**src/rtl/spi_to_uart.sv**
```systemverilog
// spi_to_uart: SPI mode-0 slave bridged to an 8N1 UART.
//   Bytes written by the SPI master are queued in a small FIFO and
//   transmitted on ser_tx. Bytes received on ser_rx land in a one-byte
//   holding register that the SPI master reads back on spi_sdo
//   (8'hFF when nothing is held).
// Ports:
//   clk, resetn                  system clock, async active-low reset
//   spi_csb, spi_sck, spi_sdi    SPI from external master (asynchronous)
//   spi_sdo                      SPI return data, MSB first
//   ser_tx / ser_rx              UART transmit / receive, LSB first
//   tx_overrun                   sticky: SPI byte dropped, FIFO full
//   rx_overrun                   sticky: unread holding byte overwritten
module spi_to_uart #(
  parameter int unsigned CLK_DIV   = 1042,
  parameter int unsigned TXQ_DEPTH = 4
) (
  input  logic clk,
  input  logic resetn,
  input  logic spi_csb,
  input  logic spi_sck,
  input  logic spi_sdi,
  output logic spi_sdo,
  output logic ser_tx,
  input  logic ser_rx,
  output logic tx_overrun,
  output logic rx_overrun
);

  localparam int unsigned AW      = $clog2(TXQ_DEPTH);
  localparam logic [15:0] DIV_M1  = 16'(CLK_DIV - 1);
  localparam logic [15:0] HALF_M1 = 16'((CLK_DIV / 2) - 1);

  typedef enum logic [1:0] {TX_IDLE, TX_START, TX_DATA, TX_STOP} tx_state_e;
  typedef enum logic [1:0] {RX_IDLE, RX_START, RX_DATA, RX_STOP} rx_state_e;

  // Synchronizers and edge detection
  logic [1:0] csb_sync_q, sck_sync_q, sdi_sync_q, rx_sync_q;
  logic       csb_prev_q, sck_prev_q;
  logic       csb_s, sck_s, sdi_s, rx_s;
  logic       csb_fall, csb_rise, sck_rise, sck_fall;

  assign csb_s    = csb_sync_q[1];
  assign sck_s    = sck_sync_q[1];
  assign sdi_s    = sdi_sync_q[1];
  assign rx_s     = rx_sync_q[1];
  assign csb_fall = csb_prev_q & ~csb_s;
  assign csb_rise = ~csb_prev_q & csb_s;
  assign sck_rise = ~sck_prev_q & sck_s & ~csb_s;
  assign sck_fall = sck_prev_q & ~sck_s & ~csb_s;

  // SPI slave state
  logic [15:0] bit_cnt_q, bit_cnt_d;
  logic [6:0]  rx_sr_q, rx_sr_d;
  logic [7:0]  ret_sr_q, ret_sr_d;
  logic        byte_done_q, byte_done_d;
  logic        sdo_q, sdo_d;
  logic        spi_push, ret_load;
  logic [7:0]  spi_byte, ret_byte;

  // Holding register
  logic [7:0] hold_q, hold_d;
  logic       hold_valid_q, hold_valid_d;
  logic       rx_ov_q, rx_ov_d;

  // TX FIFO
  logic [7:0]  mem_q [TXQ_DEPTH];
  logic [AW:0] wr_ptr_q, wr_ptr_d, rd_ptr_q, rd_ptr_d;
  logic        fifo_empty, fifo_full, push_ok, tx_pop;
  logic        tx_ov_q, tx_ov_d;

  // UART TX
  tx_state_e   tx_state_q, tx_state_d;
  logic [15:0] tx_cnt_q, tx_cnt_d, tx_bit_q, tx_bit_d;
  logic [7:0]  tx_sh_q, tx_sh_d;

  // UART RX
  rx_state_e   rx_state_q, rx_state_d;
  logic [15:0] rx_cnt_q, rx_cnt_d, rx_bit_q, rx_bit_d;
  logic [7:0]  rx_sh_q, rx_sh_d;
  logic        rx_wr;

  assign ret_byte = hold_valid_q ? hold_q : 8'hFF;
  assign spi_byte = {rx_sr_q, sdi_s};

  // SPI shift logic: csb edges take priority over sck edges.
  always_comb begin
    bit_cnt_d   = bit_cnt_q;
    rx_sr_d     = rx_sr_q;
    ret_sr_d    = ret_sr_q;
    byte_done_d = byte_done_q;
    sdo_d       = sdo_q;
    spi_push    = 1'b0;
    ret_load    = 1'b0;
    if (csb_rise) begin
      bit_cnt_d   = '0;
      byte_done_d = 1'b0;
      sdo_d       = 1'b1;
    end else if (csb_fall) begin
      bit_cnt_d   = '0;
      byte_done_d = 1'b0;
      ret_load    = 1'b1;
      ret_sr_d    = ret_byte;
      sdo_d       = ret_byte[7];
    end else if (sck_rise) begin
      rx_sr_d = {rx_sr_q[5:0], sdi_s};
      if (bit_cnt_q == 16'd7) begin
        bit_cnt_d   = '0;
        spi_push    = 1'b1;
        byte_done_d = 1'b1;
      end else begin
        bit_cnt_d = bit_cnt_q + 16'd1;
      end
    end else if (sck_fall) begin
      if (byte_done_q) begin
        byte_done_d = 1'b0;
        ret_load    = 1'b1;
        ret_sr_d    = ret_byte;
        sdo_d       = ret_byte[7];
      end else begin
        ret_sr_d = {ret_sr_q[6:0], 1'b1};
        sdo_d    = ret_sr_q[6];
      end
    end
  end

  // A UART write coinciding with a return load: the load has already taken
  // the old byte, so the new one stays valid and is not an overrun.
  always_comb begin
    hold_d       = hold_q;
    hold_valid_d = hold_valid_q;
    rx_ov_d      = rx_ov_q;
    if (rx_wr) begin
      hold_d       = rx_sh_q;
      hold_valid_d = 1'b1;
      if (hold_valid_q && !ret_load) rx_ov_d = 1'b1;
    end else if (ret_load) begin
      hold_valid_d = 1'b0;
    end
  end

  // FIFO: a pop in the same cycle frees the slot for a push into a full queue.
  always_comb begin
    fifo_empty = (wr_ptr_q == rd_ptr_q);
    fifo_full  = (wr_ptr_q[AW] != rd_ptr_q[AW]) &&
                 (wr_ptr_q[AW-1:0] == rd_ptr_q[AW-1:0]);
    push_ok    = spi_push && (!fifo_full || tx_pop);
    tx_ov_d    = tx_ov_q | (spi_push & fifo_full & ~tx_pop);
    wr_ptr_d   = push_ok ? wr_ptr_q + {{AW{1'b0}}, 1'b1} : wr_ptr_q;
    rd_ptr_d   = tx_pop  ? rd_ptr_q + {{AW{1'b0}}, 1'b1} : rd_ptr_q;
  end

  always_ff @(posedge clk) begin
    if (push_ok) mem_q[wr_ptr_q[AW-1:0]] <= spi_byte;
  end

  // UART TX FSM
  always_comb begin
    tx_state_d = tx_state_q;
    tx_cnt_d   = tx_cnt_q;
    tx_bit_d   = tx_bit_q;
    tx_sh_d    = tx_sh_q;
    tx_pop     = 1'b0;
    unique case (tx_state_q)
      TX_IDLE: begin
        if (!fifo_empty) begin
          tx_pop     = 1'b1;
          tx_sh_d    = mem_q[rd_ptr_q[AW-1:0]];
          tx_cnt_d   = '0;
          tx_state_d = TX_START;
        end
      end
      TX_START: begin
        if (tx_cnt_q == DIV_M1) begin
          tx_cnt_d   = '0;
          tx_bit_d   = '0;
          tx_state_d = TX_DATA;
        end else begin
          tx_cnt_d = tx_cnt_q + 16'd1;
        end
      end
      TX_DATA: begin
        if (tx_cnt_q == DIV_M1) begin
          tx_cnt_d = '0;
          tx_sh_d  = {1'b1, tx_sh_q[7:1]};
          if (tx_bit_q == 16'd7) tx_state_d = TX_STOP;
          else                   tx_bit_d   = tx_bit_q + 16'd1;
        end else begin
          tx_cnt_d = tx_cnt_q + 16'd1;
        end
      end
      TX_STOP: begin
        if (tx_cnt_q == DIV_M1) begin
          tx_cnt_d   = '0;
          tx_state_d = TX_IDLE;
        end else begin
          tx_cnt_d = tx_cnt_q + 16'd1;
        end
      end
      default: tx_state_d = TX_IDLE;
    endcase
  end

  always_comb begin
    ser_tx = 1'b1;
    unique case (tx_state_q)
      TX_START: ser_tx = 1'b0;
      TX_DATA:  ser_tx = tx_sh_q[0];
      default:  ser_tx = 1'b1;
    endcase
  end

  // UART RX FSM: centre-sampling after the half-bit start check.
  always_comb begin
    rx_state_d = rx_state_q;
    rx_cnt_d   = rx_cnt_q;
    rx_bit_d   = rx_bit_q;
    rx_sh_d    = rx_sh_q;
    rx_wr      = 1'b0;
    unique case (rx_state_q)
      RX_IDLE: begin
        if (!rx_s) begin
          rx_cnt_d   = '0;
          rx_state_d = RX_START;
        end
      end
      RX_START: begin
        if (rx_cnt_q == HALF_M1) begin
          rx_cnt_d = '0;
          rx_bit_d = '0;
          rx_state_d = rx_s ? RX_IDLE : RX_DATA;
        end else begin
          rx_cnt_d = rx_cnt_q + 16'd1;
        end
      end
      RX_DATA: begin
        if (rx_cnt_q == DIV_M1) begin
          rx_cnt_d = '0;
          rx_sh_d  = {rx_s, rx_sh_q[7:1]};
          if (rx_bit_q == 16'd7) rx_state_d = RX_STOP;
          else                   rx_bit_d   = rx_bit_q + 16'd1;
        end else begin
          rx_cnt_d = rx_cnt_q + 16'd1;
        end
      end
      RX_STOP: begin
        if (rx_cnt_q == DIV_M1) begin
          rx_cnt_d   = '0;
          rx_wr      = rx_s;
          rx_state_d = RX_IDLE;
        end else begin
          rx_cnt_d = rx_cnt_q + 16'd1;
        end
      end
      default: rx_state_d = RX_IDLE;
    endcase
  end

  always_ff @(posedge clk or negedge resetn) begin
    if (!resetn) begin
      csb_sync_q   <= '1;
      sck_sync_q   <= '0;
      sdi_sync_q   <= '0;
      rx_sync_q    <= '1;
      csb_prev_q   <= 1'b1;
      sck_prev_q   <= 1'b0;
      bit_cnt_q    <= '0;
      rx_sr_q      <= '0;
      ret_sr_q     <= '1;
      byte_done_q  <= 1'b0;
      sdo_q        <= 1'b1;
      hold_q       <= '0;
      hold_valid_q <= 1'b0;
      rx_ov_q      <= 1'b0;
      tx_ov_q      <= 1'b0;
      wr_ptr_q     <= '0;
      rd_ptr_q     <= '0;
      tx_state_q   <= TX_IDLE;
      tx_cnt_q     <= '0;
      tx_bit_q     <= '0;
      tx_sh_q      <= '1;
      rx_state_q   <= RX_IDLE;
      rx_cnt_q     <= '0;
      rx_bit_q     <= '0;
      rx_sh_q      <= '0;
    end else begin
      csb_sync_q   <= {csb_sync_q[0], spi_csb};
      sck_sync_q   <= {sck_sync_q[0], spi_sck};
      sdi_sync_q   <= {sdi_sync_q[0], spi_sdi};
      rx_sync_q    <= {rx_sync_q[0], ser_rx};
      csb_prev_q   <= csb_s;
      sck_prev_q   <= sck_s;
      bit_cnt_q    <= bit_cnt_d;
      rx_sr_q      <= rx_sr_d;
      ret_sr_q     <= ret_sr_d;
      byte_done_q  <= byte_done_d;
      sdo_q        <= sdo_d;
      hold_q       <= hold_d;
      hold_valid_q <= hold_valid_d;
      rx_ov_q      <= rx_ov_d;
      tx_ov_q      <= tx_ov_d;
      wr_ptr_q     <= wr_ptr_d;
      rd_ptr_q     <= rd_ptr_d;
      tx_state_q   <= tx_state_d;
      tx_cnt_q     <= tx_cnt_d;
      tx_bit_q     <= tx_bit_d;
      tx_sh_q      <= tx_sh_d;
      rx_state_q   <= rx_state_d;
      rx_cnt_q     <= rx_cnt_d;
      rx_bit_q     <= rx_bit_d;
      rx_sh_q      <= rx_sh_d;
    end
  end

  assign spi_sdo    = sdo_q;
  assign tx_overrun = tx_ov_q;
  assign rx_overrun = rx_ov_q;

endmodule

```
**config.mk**
```make
export PLATFORM = sky130hd
export DESIGN_NAME = spi_to_uart
export DESIGN_NICKNAME = d
export VERILOG_FILES = /design/src/rtl/spi_to_uart.sv
export SDC_FILE = /design/constraint.sdc
export NUM_CORES = 1
export LEC_CHECK = 0
export ABC_CLOCK_PERIOD_IN_PS = 3250
export BUFFER_PORTS_ARGS = -buffer_cell sky130_fd_sc_hd__buf_4
export CORE_AREA = 2 2 141 143
export CTS_CLUSTER_SIZE = 30
export DETAILED_ROUTE_END_ITERATION = 6
export DIE_AREA = 0 0 143 145
export PLACE_DENSITY = 0.57
export SLEW_MARGIN = 20
export SYNTH_ARGS = -nofsm -noshare
export SYNTH_HDL_FRONTEND = slang
export SYNTH_SLANG_ARGS = --single-unit
export TNS_END_PERCENT = 10
```
**constraint.sdc**
```tcl
create_clock -name clk -period 3.25 [get_ports clk]
set_input_delay 0.1625 -clock clk [delete_from_list [all_inputs] [get_ports clk]]
set_output_delay 0.1625 -clock clk [all_outputs]
set_load 0.02 [all_outputs]
```
# Yosys cells after proc, flatten, opt, wreduce, memory -nomap -nowiden
# Memory sizes are Yosys's and may differ from the RTL's.
# Cells that the tools add are included.
# totals
ff_bits,143
ram_bits,32
inputBits,6
out_inout_bits,4
word_cells,176
memories,1
# op_classes
addsub,7
eq_ne,30
n_mux,68
bitwise_logic,16
reduce_logical,29
# mem_list
memory,words,word_bits,read_ports,rd_ports_with_merged_regs,write_ports,line_no,text
mem_q,4,8,1,0,1,66,logic [7:0] mem_q [TXQ_DEPTH];
# op_table
op,n
16-bit 2-to-1 mux,15
16-bit one-hot mux with 2 select lines,3
"16-bit by 1-bit adder with 16-bit output, second input constant",5
"16-bit by 3-bit == test with 1-bit output, second input constant",3
16-bit one-hot mux with 3 select lines,1
"16-bit by 11-bit == test with 1-bit output, second input constant",2
7-bit 2-to-1 mux,4
1-bit 2-to-1 mux,27
"2-bit inequality test, second input constant",13
8-bit 2-to-1 mux,3
2-bit 2-to-1 mux,11
"16-bit by 10-bit == test with 1-bit output, second input constant",1
2-bit one-hot mux with 4 select lines,2
8-bit one-hot mux with 2 select lines,1
5-bit AND reduction,2
2-bit nonzero test,5
3-bit AND reduction,3
1-bit AND,8
"2-bit == test, second input constant",4
2-bit AND reduction,4
4-bit AND reduction,2
1-bit inverter,7
"3-bit by 1-bit adder with 3-bit output, second input constant",2
3-bit nonzero test,2
15 further kinds,20

# Logic depth before layout (Yosys ltp)
# Gate-level depths: netlist (run 1).
# depth
ltp_word,10
depth_mapped,9
ltp_nobuf,7

# Least setup slack after synthesis (run 1)
# No wires, ideal clock.
# synth_timing
path_kind,flip-flop to flip-flop
startpoint,reg rx_cnt_q[1]
endpoint,reg rx_bit_q[10]
setup_time_ps,78
t_arrival_ps,2314
t_required_ps,3172
path_slack_ps,858
stages_incl_launch_ff,9
n_path_buf,1
synth_period_minus_slack_ps,2392
path_cell_list,dfrtp_1 inv_1 ha_1 nor4b_1 nand4_2 or4_4 buf_6 or4_1 a21oi_1
# synth_via
elab_chain_len,3
elab_cells_between_ends,5
classes_between,4 x eq/ne; 1 x reduce/logical
# synth_rtl
item,line_no,text
"start, declared",78,"logic [15:0] rx_cnt_q, rx_cnt_d, rx_bit_q, rx_bit_d;"
"start signal, assigned",308,rx_cnt_q <= rx_cnt_d;
16-bit by 11-bit == test with 1-bit output or 16-bit by 10-bit == test with 1-bit output (tied branches),"236, 227",
2-bit inequality test (no line),n/a,
4-bit AND reduction (no line) (*),n/a,
"end signal, assigned",309,rx_bit_q <= rx_bit_d;
"end, declared",78,
# Every way passes the cells marked *; elsewhere a longest branch is shown, timed or not.
# A chain may end at the register's enable or synchronous reset.

# Final worst setup path (run 1)
# layout_timing
startpoint,reg rx_cnt_q[1]
endpoint,reg rx_bit_q[12]
# The elaborated chain is that of the path after synthesis.

==> results of run 1 <==
## area by class of cell
class / count / share of cell area (%)
Sequential cell: 175 / 48.32
Multi-Input combinational cell: 550 / 38.96
Clock buffer: 18 / 4.542
Tap cell: 265 / 3.509
Timing Repair Buffer: 19 / 1.814
Clock inverter: 14 / 1.695
Inverter: 29 / 1.152
## cells in the mapped netlist, types with 3 or more instances
master,instances,area share [%]
nand2b_1,6,0.44
nand4_1,17,1.3
or3_1,22,1.6
nor4_1,11,0.81
a21o_1,6,0.53
o21ai_0,64,3.8
a41oi_1,5,0.52
nor4b_1,3,0.31
xor2_1,7,0.72
nor4bb_1,4,0.47
dfstp_2,21,6.5
or2_2,3,0.22
mux4_2,8,2.1
inv_1,29,1.3
clkbuf_1,25,1.1
o22ai_1,3,0.22
mux2i_1,6,0.71
dfrtp_1,122,36
nand2_1,68,3.0
and2_1,16,1.2
o31ai_1,5,0.44
xnor2_1,17,1.8
buf_2,4,0.24
or4_1,4,0.35
a31oi_1,17,1.3
nor3_1,14,0.83
nor2_1,44,1.9
nor3b_1,7,0.62
edfxtp_1,32,11
o41ai_1,3,0.31
mux2_2,39,5.2
a21oi_1,47,2.8
nand3_1,37,2.2
and4_1,8,0.83
and3_1,11,0.81
ha_1,20,2.9
a22o_1,4,0.41
## cell families after synthesis
group | count (synthesis) | share of synthesized area (%)
simple gates | 285 | 18.23
xor+xnor | 24 | 2.476
mux | 53 | 8.003
compound gates | 168 | 11.70
buf+inv | 61 | 2.859
fa+ha+maj | 20 | 2.948
flops | 175 | 53.78
## cells in the final DEF (no fill, tap or decap), types with 11 or more instances in the layout
| master | Yosys | layout |
|---|---|---|
| nand3_1 | 37 | 37 |
| a31oi_1 | 17 | 17 |
| nor3_1 | 14 | 14 |
| and3_1 | 11 | 11 |
| buf_4 | 0 | 12 |
| dfstp_2 | 21 | 21 |
| dfrtp_1 | 122 | 122 |
| inv_1 | 29 | 29 |
| a21oi_1 | 47 | 47 |
| o21ai_0 | 64 | 64 |
| and2_1 | 16 | 16 |
| or3_1 | 22 | 22 |
| edfxtp_1 | 32 | 32 |
| nand2_1 | 68 | 68 |
| clkbuf_16 | 0 | 17 |
| nand4_1 | 17 | 17 |
| nor2_1 | 44 | 44 |
| xnor2_1 | 17 | 17 |
| nor4_1 | 11 | 11 |
| mux2_2 | 39 | 39 |
| ha_1 | 20 | 20 |
## metrics by stage
| stage | hold slack, ns | utilization [%] | power [mW] | worst slack [ns] |
|---|---|---|---|---|
| floorplan | -0.1331 | - | 3.481 | 0.8580 |
| global placement | 0.2721 | 45.86 | 3.717 | 0.7254 |
| detailed placement | 0.2728 | 45.86 | 3.767 | 0.6323 |
| CTS | 0.3581 | 49.19 | 5.818 | 0.6175 |
| global route | 0.3640 | 49.19 | 6.045 | 0.4094 |
| finish | 0.3573 | 49.19 | 5.734 | 0.6136 |
## flip-flops by register name (all words and copies together), names as in the netlist, 3 cells and up, named ones only
register	flops
tx_bit_q	16
ret_sr_q	7
tx_cnt_q	16
rx_cnt_q	16
mem_q	32
bit_cnt_q	16
rx_bit_q	16
wr_ptr_q	3
hold_q	8
tx_sh_q	8
rd_ptr_q	3
rx_sr_q	7
rx_sh_q	8
## final timing paths
path | from | endpoint | cells past startpoint
worst min register to register | csb_sync_q[0] | csb_sync_q[1] | 0
max in group asynchronous | resetn | csb_sync_q[1] | 3
min in group clk | csb_sync_q[0] | csb_sync_q[1] | 0
worst max-delay path | rx_cnt_q[1] | rx_bit_q[12] | 7
worst max register to register | rx_cnt_q[1] | rx_bit_q[12] | 7
worst min-delay path | resetn | tx_cnt_q[8] | 2
## routing by layer
metal	share of wire, %	routed length (µm)
met5	0	0
met1	48	7578
met2	48	7711
met3	2.8	451
met4	1.3	209
## power by group
group          switching, mW  total, mW  internal (mW)
logic                  0.537       1.04          0.507
clock network          0.975       2.01           1.04
registers              0.179       2.68           2.50
total                   1.69       5.73           4.04
==> impl_results.md, run 1 <==
- Placed cell areas: 8808 µm²
- Worst path slowest cell: or4_4
- Gp weighted congestion: between 0.7 and 0.8
- Die area: 20,740 µm²
- Slew Limit Fails: 0
- Syn_nets: 812
- Minimum clock period: 2.636 ns
- Post-synth top flop: dfrtp_1
- CTS buffer count: 17
- Final setup violation count: 0
- Area Overhead vs Synth: 11.29%
- Synth warn: 0
- Vias per inst: 5.564
- Register area: approximately 4600 µm²
- Setup CP Type: reg2reg
- Unrepaired setup endpoints after global routing: no
- Critical path arrival: 2.99 ns
- Port Buffers: 9
- CTS Hold Bufs: 5
- Synth cell types: 58
- Drt pass-1 iters: 5
- Remaining antenna violation count: 0
- Total gr overflow: 0
- Inst Count DP: 1,033
- Crit-path max FO: 20
- CP cell instances: inv_1, ha_1, nor4b_1, nand4_2, or4_4, or4_1, a21oi_1
- Layout Nets: 818
- Final hold vios: 0
- Sequential share of the synthesized area: a little over half
- Clk buf depth: 2
- Filler cells: 1,723
- Antenna cells: 0
- Slew headroom: 39.04%
- Largest net degree at the start of global routing: 90
- Crit. End Element: flop
- GR Util met2: 26.27%
- Layout cell share with drive strength beyond 1: 15.40%
- Vias in the first global route: 5,906
- R2R setup slack: 0.61 ns
- Total core area: 19,210 µm²
- Gr usage total: about 16%
- Busiest layer in global routing: met2
- First-pass GRT wire length: 27,790 µm
- Post-synthesis async set-or-reset flop share: 81.71%
- Tcrit/Tclk final: between 80% and 90%
- Via count: 5,953
- Critical path startpoint category: flop
- Multi-input logic area: 3681 µm²
- Post-Syn Area per Cell: 10.80 µm²
- Routed WL per cell: 14.91 µm
- Min-delay worst type: in2async
- Max-Cap Viols: 0
- CTS Sinks: 175
- Chip Width: 143 µm
- Required @ worst endpoint: 3.60 ns
- DRT iter0 DRCs: 295
- Register bit total from synthesis: 175
- CTS clock-pin slew for the worst setup and hold paths: 0.07 ns
- CTS tree: done
- Met3 Use GR: 3.465%
- Pwr/cell area: slightly above 600 nW/µm²
- CTS-repair resized insts: 0
- Setup_tns: 0 ns
- DR DRC count: 0
- Total leakage power: between 3 and 4 nW
- Worst-Margin Slew: 0.9144 ns
- Largest stage delay, worst path: 0.65 ns
- Worst VDD drop: around 0.33 mV
- Worst clock skew: roughly 0.018 ns
- CTS H-tree depth: 4
- Later-pin clock latency in the skew report: ~0.43 ns
- HPWL reported at the end of detailed placement: roughly 10,000 µm
- Number of I/O pins: 10
- Synth Cell Area: 8489 µm²
- Status: complete, no violations
- Root Buffer: clkbuf_16
- Global Route met1 Usage: a little over a fifth
- Count of flip-flops with a built-in enable after synthesis: 32
- Post-synthesis cell count: 786
- Initial antenna violation count: 0
- Post-CTS Setup Repair Bufs: 0
- Cell row count: 51
- Drt total wl: 15,950 µm
- Fin area: roughly 9400 µm²
- Fmax achieved: between 300 and 400 MHz
- Post-route insts no fill: 1,070
- Die height: 145 µm
- Initial core utilization: 44.20%
- Bufs and invs on worst path: 1
- Crit-path leading delay family: simple AND/OR/NAND/NOR gates
No activity file was read; power rests on OpenSTA's default activity.
==> run 2: changes to the inputs <==
- ABC_CLOCK_PERIOD_IN_PS: 3250 -> 2160
- PLACE_DENSITY: 0.57 -> 0.6
- clock period: 3.25 -> 2.16 ns (I/O delays scaled with it)
==> run 2 against run 1 <==
Effect of this change:
- the run now ends with negative setup slack left
- critical endpoint is now tx_bit_q[15]
- register-to-register slack got worse by 0.66 ns
- routed wire length grew 7.3%
- design area rose by 9.8%
- largest power group unchanged
==> impl_results.md, run 2 (synthesized netlist as in run 1, its figures left out) <==
- Status: finished, violations left
- Failing checks: negative setup slack
- Required @ worst endpoint: 2.51 ns (-1.09 ns)
- Number of I/O pins: 10 (unchanged)
- CTS clock-pin slew for the worst setup and hold paths: 0.07 ns (about the same)
- R2R setup slack: -0.05 ns (-0.66 ns)
- Layout Nets: 907 (+11%)
- DRT iter0 DRCs: 347 (+18%)
- Via count: 6,316 (+6.1%)
- Vias in the first global route: 6,276 (+6.3%)
- CTS buffer count: 17 (unchanged)
- Remaining antenna violation count: 0 (unchanged)
- Max-Cap Viols: 0 (unchanged)
- Initial antenna violation count: 0 (unchanged)
- Total gr overflow: 0 (unchanged)
- Setup_tns: -0.05011 ns (-0.05011 ns)
- Layout cell share with drive strength beyond 1: 26.51% (+11 points)
- Initial core utilization: 44.20% (unchanged)
- CTS tree: done
- Min-delay worst type: in2async
- Critical path arrival: 2.56 ns (-0.43 ns)
- Flip-flop count of the largest register after layout: 32 (unchanged)
- WHS: 0.2044 ns (-0.1529 ns)
- Largest net degree at the start of global routing: 55 (-39%)
- Gr usage total: 17.47% (+1.1 points)
- Crit-path max FO: 6 (-70%)
- Setup CP Type: reg2reg
- Critical path startpoint category: flop
- Die area: 20,740 µm² (unchanged)
- Worst VDD drop: 0.5644 mV (+72%)
- Crit. End Element: flop
- Antenna cells: 0 (unchanged)
- Filler cells: 1,688 (-2.0%)
- Chip Width: 143 µm (unchanged)
- CTS H-tree depth: 4 (unchanged)
- Total core area: 19,210 µm² (unchanged)
- Fin area: 10,380 µm² (+9.8%)
- Area Overhead vs Synth: 22.23%
- Root Buffer: clkbuf_16
- Register area: 4566 µm² (unchanged)
- DR DRC count: 0 (unchanged)
- Vias per inst: 5.450 (-2.0%)
- Most frequent cells in the layout: 122 x dfrtp_1, 93 x buf_4, 68 x nand2_1
- Worst-Margin Slew: 0.5344 ns (-0.3800 ns)
- Slew Limit Fails: 0 (unchanged)
- HPWL reported at the end of detailed placement: 11,840 µm (+13%)
- Port Buffers: 9 (unchanged)
- Unrepaired setup endpoints after global routing: yes
- Routed WL per cell: 14.77 µm (-0.95%)
- Tcrit/Tclk final: 102.3% (+21 points)
- Fmax achieved: 452.5 MHz (+19%)
- Setup WS pre-CTS: -0.2213 ns (-0.8536 ns)
- Final hold vios: 0 (unchanged)
- Final Util: 54.02% (+4.8 points)
- First-pass GRT wire length: 29,610 µm (+6.6%)
- Die height: 145 µm (unchanged)
- Slew headroom: 64.37% (+25 points)
- Placed cell areas: 9500 µm² (+7.9%)
- Drt total wl: 17,110 µm (+7.3%)
- Worst clock skew: 0.007381 ns (-0.01068 ns)
- Minimum clock period: 2.210 ns (-0.4263 ns)
- Clk buf depth: 2 (unchanged)
- Total leakage power: 4.348 nW (+13%)
- Cell row count: 51 (unchanged)
- Pwr/cell area: 863.1 nW/µm² (+42%)
- Gp weighted congestion: 0.7980 (+2.7%)
- Commonest non-fill, non-tap cell in the layout: dfrtp_1
- CTS Sinks: 175 (unchanged)
- Multi-input logic area: 3839 µm² (+4.3%)
- Later-pin clock latency in the skew report: 0.43 ns (about the same)
- Final WS setup: -0.05011 ns (-0.6637 ns)
- Final setup violation count: 1 (+1)
- Drt pass-1 iters: 5 (unchanged)
-- run 2: power by group --
group,switching (mW),leakage (nW),internal [mW]
Sequential,0.206,2.17,3.76
Clock,1.52,0.303,1.61
Combinational,0.936,1.87,0.921
-- run 2: path summary, 6_finish.rpt --
check,startpoint,to,cells past startpoint
setup / recovery,tx_cnt_q[6],tx_bit_q[15],6
hold / removal,resetn,tx_bit_q[12],2
setup reg to reg,tx_cnt_q[6],tx_bit_q[15],6
hold reg to reg,sck_sync_q[0],sck_sync_q[1],0
max in group asynchronous,resetn,ret_sr_q[5],3
min in group clk,spi_sdi,sdi_sync_q[0],2
-- run 2: worst max-delay path, cell delays in order, from the launching register on --
cell and delay [ns]:
dfrtp_1 0.41, nor4b_4 0.34, buf_4 0.17, nand4_1 0.17
a2111o_1 0.48, or4_1 0.42, a21oi_1 0.15
-- run 2: per-layer routing --
layer  vias up  routed length [µm]  track usage, %  share of wire [%]
met5         -                   0               0                  0
met4         0                 169           4.455               0.99
met3        13                 489           3.960                2.9
met2        97                8491           28.13                 50
met1      3123                7964           23.91                 47
li1       3083                   -               -                  -
-- run 2: cell type report --
class	instances	area share (%)
flip-flops and latches	175	44.00
multi-input cells	551	37.00
repair buffers	107	8.694
clock buffers	18	4.232
well taps	265	3.195
clock inverters	14	1.833
inverters	29	1.049
-- run 2: per-stage QoR --
step / std cells / power [mW]
after global routing: 1159 / 9.439
after global placement: 1114 / 5.777
final: 1159 / 8.956
after CTS: 1158 / 9.033
after floorplan: 786 / 5.237
after detailed placement: 1114 / 5.861
-- run 2: repair_timing --
item / in CTS / in global routing
gates cloned: 1 / 0
setup buffers: 6 / 1
hold buffers: 5 / 0
gates resized for setup: 12 / 19
pin swaps: 16 / 3
endpoints found under the setup margin: 21 / 66
hold endpoints to repair: 51 / 0
==> run 3: changes to the inputs <==
--- a/config.mk
+++ b/config.mk
@@ -7,8 +7,9 @@
 export LEC_CHECK = 0
+export ABC_AREA = 1
 export ABC_CLOCK_PERIOD_IN_PS = 2160
 export BUFFER_PORTS_ARGS = -buffer_cell sky130_fd_sc_hd__buf_4
-export CORE_AREA = 2 2 141 143
+export CORE_AREA = 2 2 144 146
 export CTS_CLUSTER_SIZE = 30
 export DETAILED_ROUTE_END_ITERATION = 6
-export DIE_AREA = 0 0 143 145
+export DIE_AREA = 0 0 146 148
 export PLACE_DENSITY = 0.6
--- a/constraint.sdc
+++ b/constraint.sdc
@@ -3,2 +3,2 @@
 set_output_delay 0.108 -clock clk [all_outputs]
-set_load 0.02 [all_outputs]
+set_load 0.05 [all_outputs]
==> run 3 against run 2 <==
Effect of this change:
- the flow now finishes without violations
- die area grew 4.2%
- first-iteration DRC count grew 12%
- global-route usage grew 0.22 points
- power shrank 1.5%
- non-clock buffer count shrank 65
- hold slack lost 0.0035 ns
- combinational power shrank 8%
- sequential share of layout area grew 1.4 points
- clock skew grew 0.0025 ns
- largest cell class unchanged
- largest power group unchanged
- highest routed layer unchanged
==> impl_results.md, run 3 <==
- Synth top area cells: dfrtp_1 34%, nand2_1 13%, edfxtp_1 11%
- Worst-Margin Slew: 0.5703 ns (+0.03589 ns)
- Later-pin clock latency in the skew report: 0.43 ns (about the same)
- Layout Nets: 1,141 (+26%)
- Total gr overflow: 0 (unchanged)
- Status: complete, no violations
- Root Buffer: clkbuf_16
- Tcrit/Tclk final: 93.86% (-8.5 points)
- First-pass GRT wire length: 31,430 µm (+6.1%)
- Via count: 6,835 (+8.2%)
- Top-count cell post-synth: nand2_1
- Synth cell types: 41 (-29%)
- Post-synthesis mux area share: 1.141% (-6.9 points)
- Post-synthesis async set-or-reset flop share: 81.71% (unchanged)
- Antenna cells: 0 (unchanged)
- Post-CTS Setup Repair Bufs: 0 (-6)
- R2R setup slack: 0.13 ns (+0.18 ns)
- Pwr/cell area: 877.8 nW/µm² (+1.7%)
- Syn_nets: 1,102 (+36%)
- Fmax achieved: 493.2 MHz (+9.0%)
- Top-area cell type share of the netlist area: 34.37% (-1.6 points)
- Area fraction in compound gates after synthesis: 7.958% (-3.7 points)
- Clk buf depth: 2 (unchanged)
- Initial antenna violation count: 0 (unchanged)
- Drt total wl: 17,530 µm (+2.4%)
- Reg power frac: 45.2% (+0.9 points)
- Crit-path max FO: 8 (+2)
- Post-Synth XOR/XNOR Area: 4.437% (+2.0 points)
- Register bit total from synthesis: 175 (unchanged)
- Post-route insts no fill: 1,398 (+21%)
- Final setup violation count: 0 (-1)
- Unrepaired setup endpoints after global routing: yes
- Synth Cell Area: 8884 µm² (+4.6%)
- HPWL reported at the end of detailed placement: 12,510 µm (+5.7%)
- Synth warn: 0 (unchanged)
- Most frequent cells in the layout: 302 x nand2_1, 157 x nor2_1, 122 x dfrtp_1
- Routed WL per cell: 12.54 µm (-15%)
- Total core area: 20,040 µm² (+4.3%)
- Gate power share: 19.4% (-1.3 points)
- Number of I/O pins: 10 (unchanged)
- Required @ worst endpoint: 2.25 ns (-0.26 ns)
- Count of flip-flops with a built-in enable after synthesis: 32 (unchanged)
- Initial core utilization: 44.33% (+0.13 points)
- Setup_tns: 0 ns (+0.05011 ns)
- Sequential share of the synthesized area: 51.39% (-2.4 points)
- Post-synthesis cell count: 1,076 (+37%)
- Die area: 21,610 µm² (+4.2%)
- Drt pass-1 iters: 5 (unchanged)
- Minimum clock period: 2.027 ns (-0.1827 ns)
- CTS Sinks: 175 (unchanged)
- Internal: 6.174 mW (-1.9%)
- CTS clock-pin slew for the worst setup and hold paths: 0.07 ns (about the same)
- Gr usage total: 17.69% (+0.22 points)
- R2r startpoint: csb_sync_q[1]
- CTS buffer count: 17 (unchanged)
- Largest net degree at the start of global routing: 58 (+5.5%)
- Max-Cap Viols: 0 (unchanged)
- Post-synth top flop: dfrtp_1
- Placed cell areas: 9405 µm² (-1.0%)
- Largest family of logic cells by synthesized area: simple AND/OR/NAND/NOR gates
- CTS tree: done
- Leading area contributor after synthesis: dfrtp_1
- Critical path arrival: 2.12 ns (-0.44 ns)
- Critical path startpoint category: flop
- Commonest non-fill, non-tap cell in the layout: nand2_1
- Final hold vios: 0 (unchanged)
- Cell row count: 52 (+2.0%)
- Inst Count DP: 1,361 (+22%)
- Min-delay worst type: in2async
- Slew headroom: 61.98% (-2.4 points)
- Slew Limit Fails: 0 (unchanged)
- FF-to-FF End: mem_q[3][1]
- Post-synth top cells: 302 x nand2_1, 157 x nor2_1, 122 x dfrtp_1
- Fin area: 10,050 µm² (-3.1%)
- CTS H-tree depth: 4 (unchanged)
- Port Buffers: 9 (unchanged)
- DR DRC count: 0 (unchanged)
- Flip-flop count of the largest register after layout: 32 (unchanged)
- Setup CP Type: reg2reg
- Worst clock skew: 0.009831 ns (+0.002451 ns)
- Chip Width: 146 µm (+2.1%)
- Simple-gate share of the synthesized area: 26.62% (+8.4 points)
- Gp weighted congestion: 0.8257 (+3.5%)
- CTS-repair resized insts: 0 (-12)
- Die height: 148 µm (+2.1%)
- Vias in the first global route: 6,613 (+5.4%)
- Worst R2R Path Depth: 7 (+1)
- Worst VDD drop: 0.6150 mV (+8.9%)
- Crit. End Element: flop
- Total leakage power: 4.438 nW (+2.1%)
- Layout cell share with drive strength beyond 1: 10.64% (-16 points)
- Post-Syn Area per Cell: 8.256 µm² (-24%)
- Remaining antenna violation count: 0 (unchanged)
- Vias per inst: 4.889 (-10%)
- WHS: 0.2009 ns (-0.003481 ns)
- Adder-cell area share of the yosys netlist: 2.817% (-0.13 points)
- Switch share: 30.01% (+0.29 points)
- Area Overhead vs Synth: 13.13%
- Net Switching: 2.647 mW (-0.53%)
- DRT iter0 DRCs: 390 (+12%)
- Power share of the clock group: 35.4% (+0.4 points)
## run 3: cell type report
type                    instances  area, µm²
multi-input cells             775       3817
clock inverters                14      165.2
clock buffers                  18      429.2
fillers                      1985       9990
inverters                     104      390.4
well taps                     270      337.8
flip-flops and latches        175       4566
repair buffers                 42      344.1
## run 3: repair_timing
| action | in CTS | in global routing |
|---|---|---|
| hold buffers | 5 | 0 |
| endpoints found under the setup margin | 0 | 8 |
| hold endpoints to repair | 46 | 0 |
## run 3: worst max-delay path by stage
| stage | to | startpoint | cells after the start |
|---|---|---|---|
| after floorplan | mem_q[0][0] | csb_sync_q[1] | 7 |
| after global placement | mem_q[1][1] | csb_sync_q[1] | 8 |
| after CTS | mem_q[3][1] | csb_sync_q[1] | 7 |
| after detailed placement | mem_q[3][1] | csb_sync_q[1] | 7 |
| after global routing | mem_q[0][2] | csb_sync_q[1] | 8 |
| final | mem_q[3][1] | csb_sync_q[1] | 7 |
## run 3: worst max-delay path, cell delays in order, from the launching register on
cell	delay (ns)
dfstp_2	0.55
inv_1	0.06
ha_1	0.22
nor2_1	0.15
nand2_1	0.09
nor2_1	0.20
nand3_1	0.15
inv_1	0.29
## run 3: power by group through the flow
stage,combinational (mW),clock [mW],sequential [mW]
5_1_grt,1.97,3.35,4.03
3_3_place_gp,1.69,0,4.05
6_report,1.71,3.13,3.98
2_1_floorplan,1.26,0,3.97
3_5_place_dp,1.72,0,4.05
4_1_cts,1.73,3.21,3.99
## run 3: kinds of logic (layout without fill, tap and decap cells)
family,count (synthesis),in the layout
buffers and inverters,126,178
adders and majority gates,20,20
muxes,9,9
AOI/OAI and AO/OA,126,126
xor gates and xnor gates,45,45
and+or+nand+nor,575,575
DFF,175,175
## run 3: through the flow
stage	utilization (%)	worst slack, ns	power, mW
global route	50.15	-0.01298	9.361
floorplan	-	-0.002430	5.230
detailed placement	46.93	0.1218	5.762
finish	50.15	0.1326	8.822
global placement	46.93	0.1771	5.736
CTS	50.15	0.09951	8.930
## run 3: metal layers
metal / global-route usage [%] / vias to the layer above / part of all wire [%]
met2: 28.09 / 80 / 46
met4: 5.534 / 0 / 1.4
met5: 0 / - / 0
met1: 24.47 / 3176 / 50
li1: - / 3565 / -
met3: 3.735 / 14 / 2.9
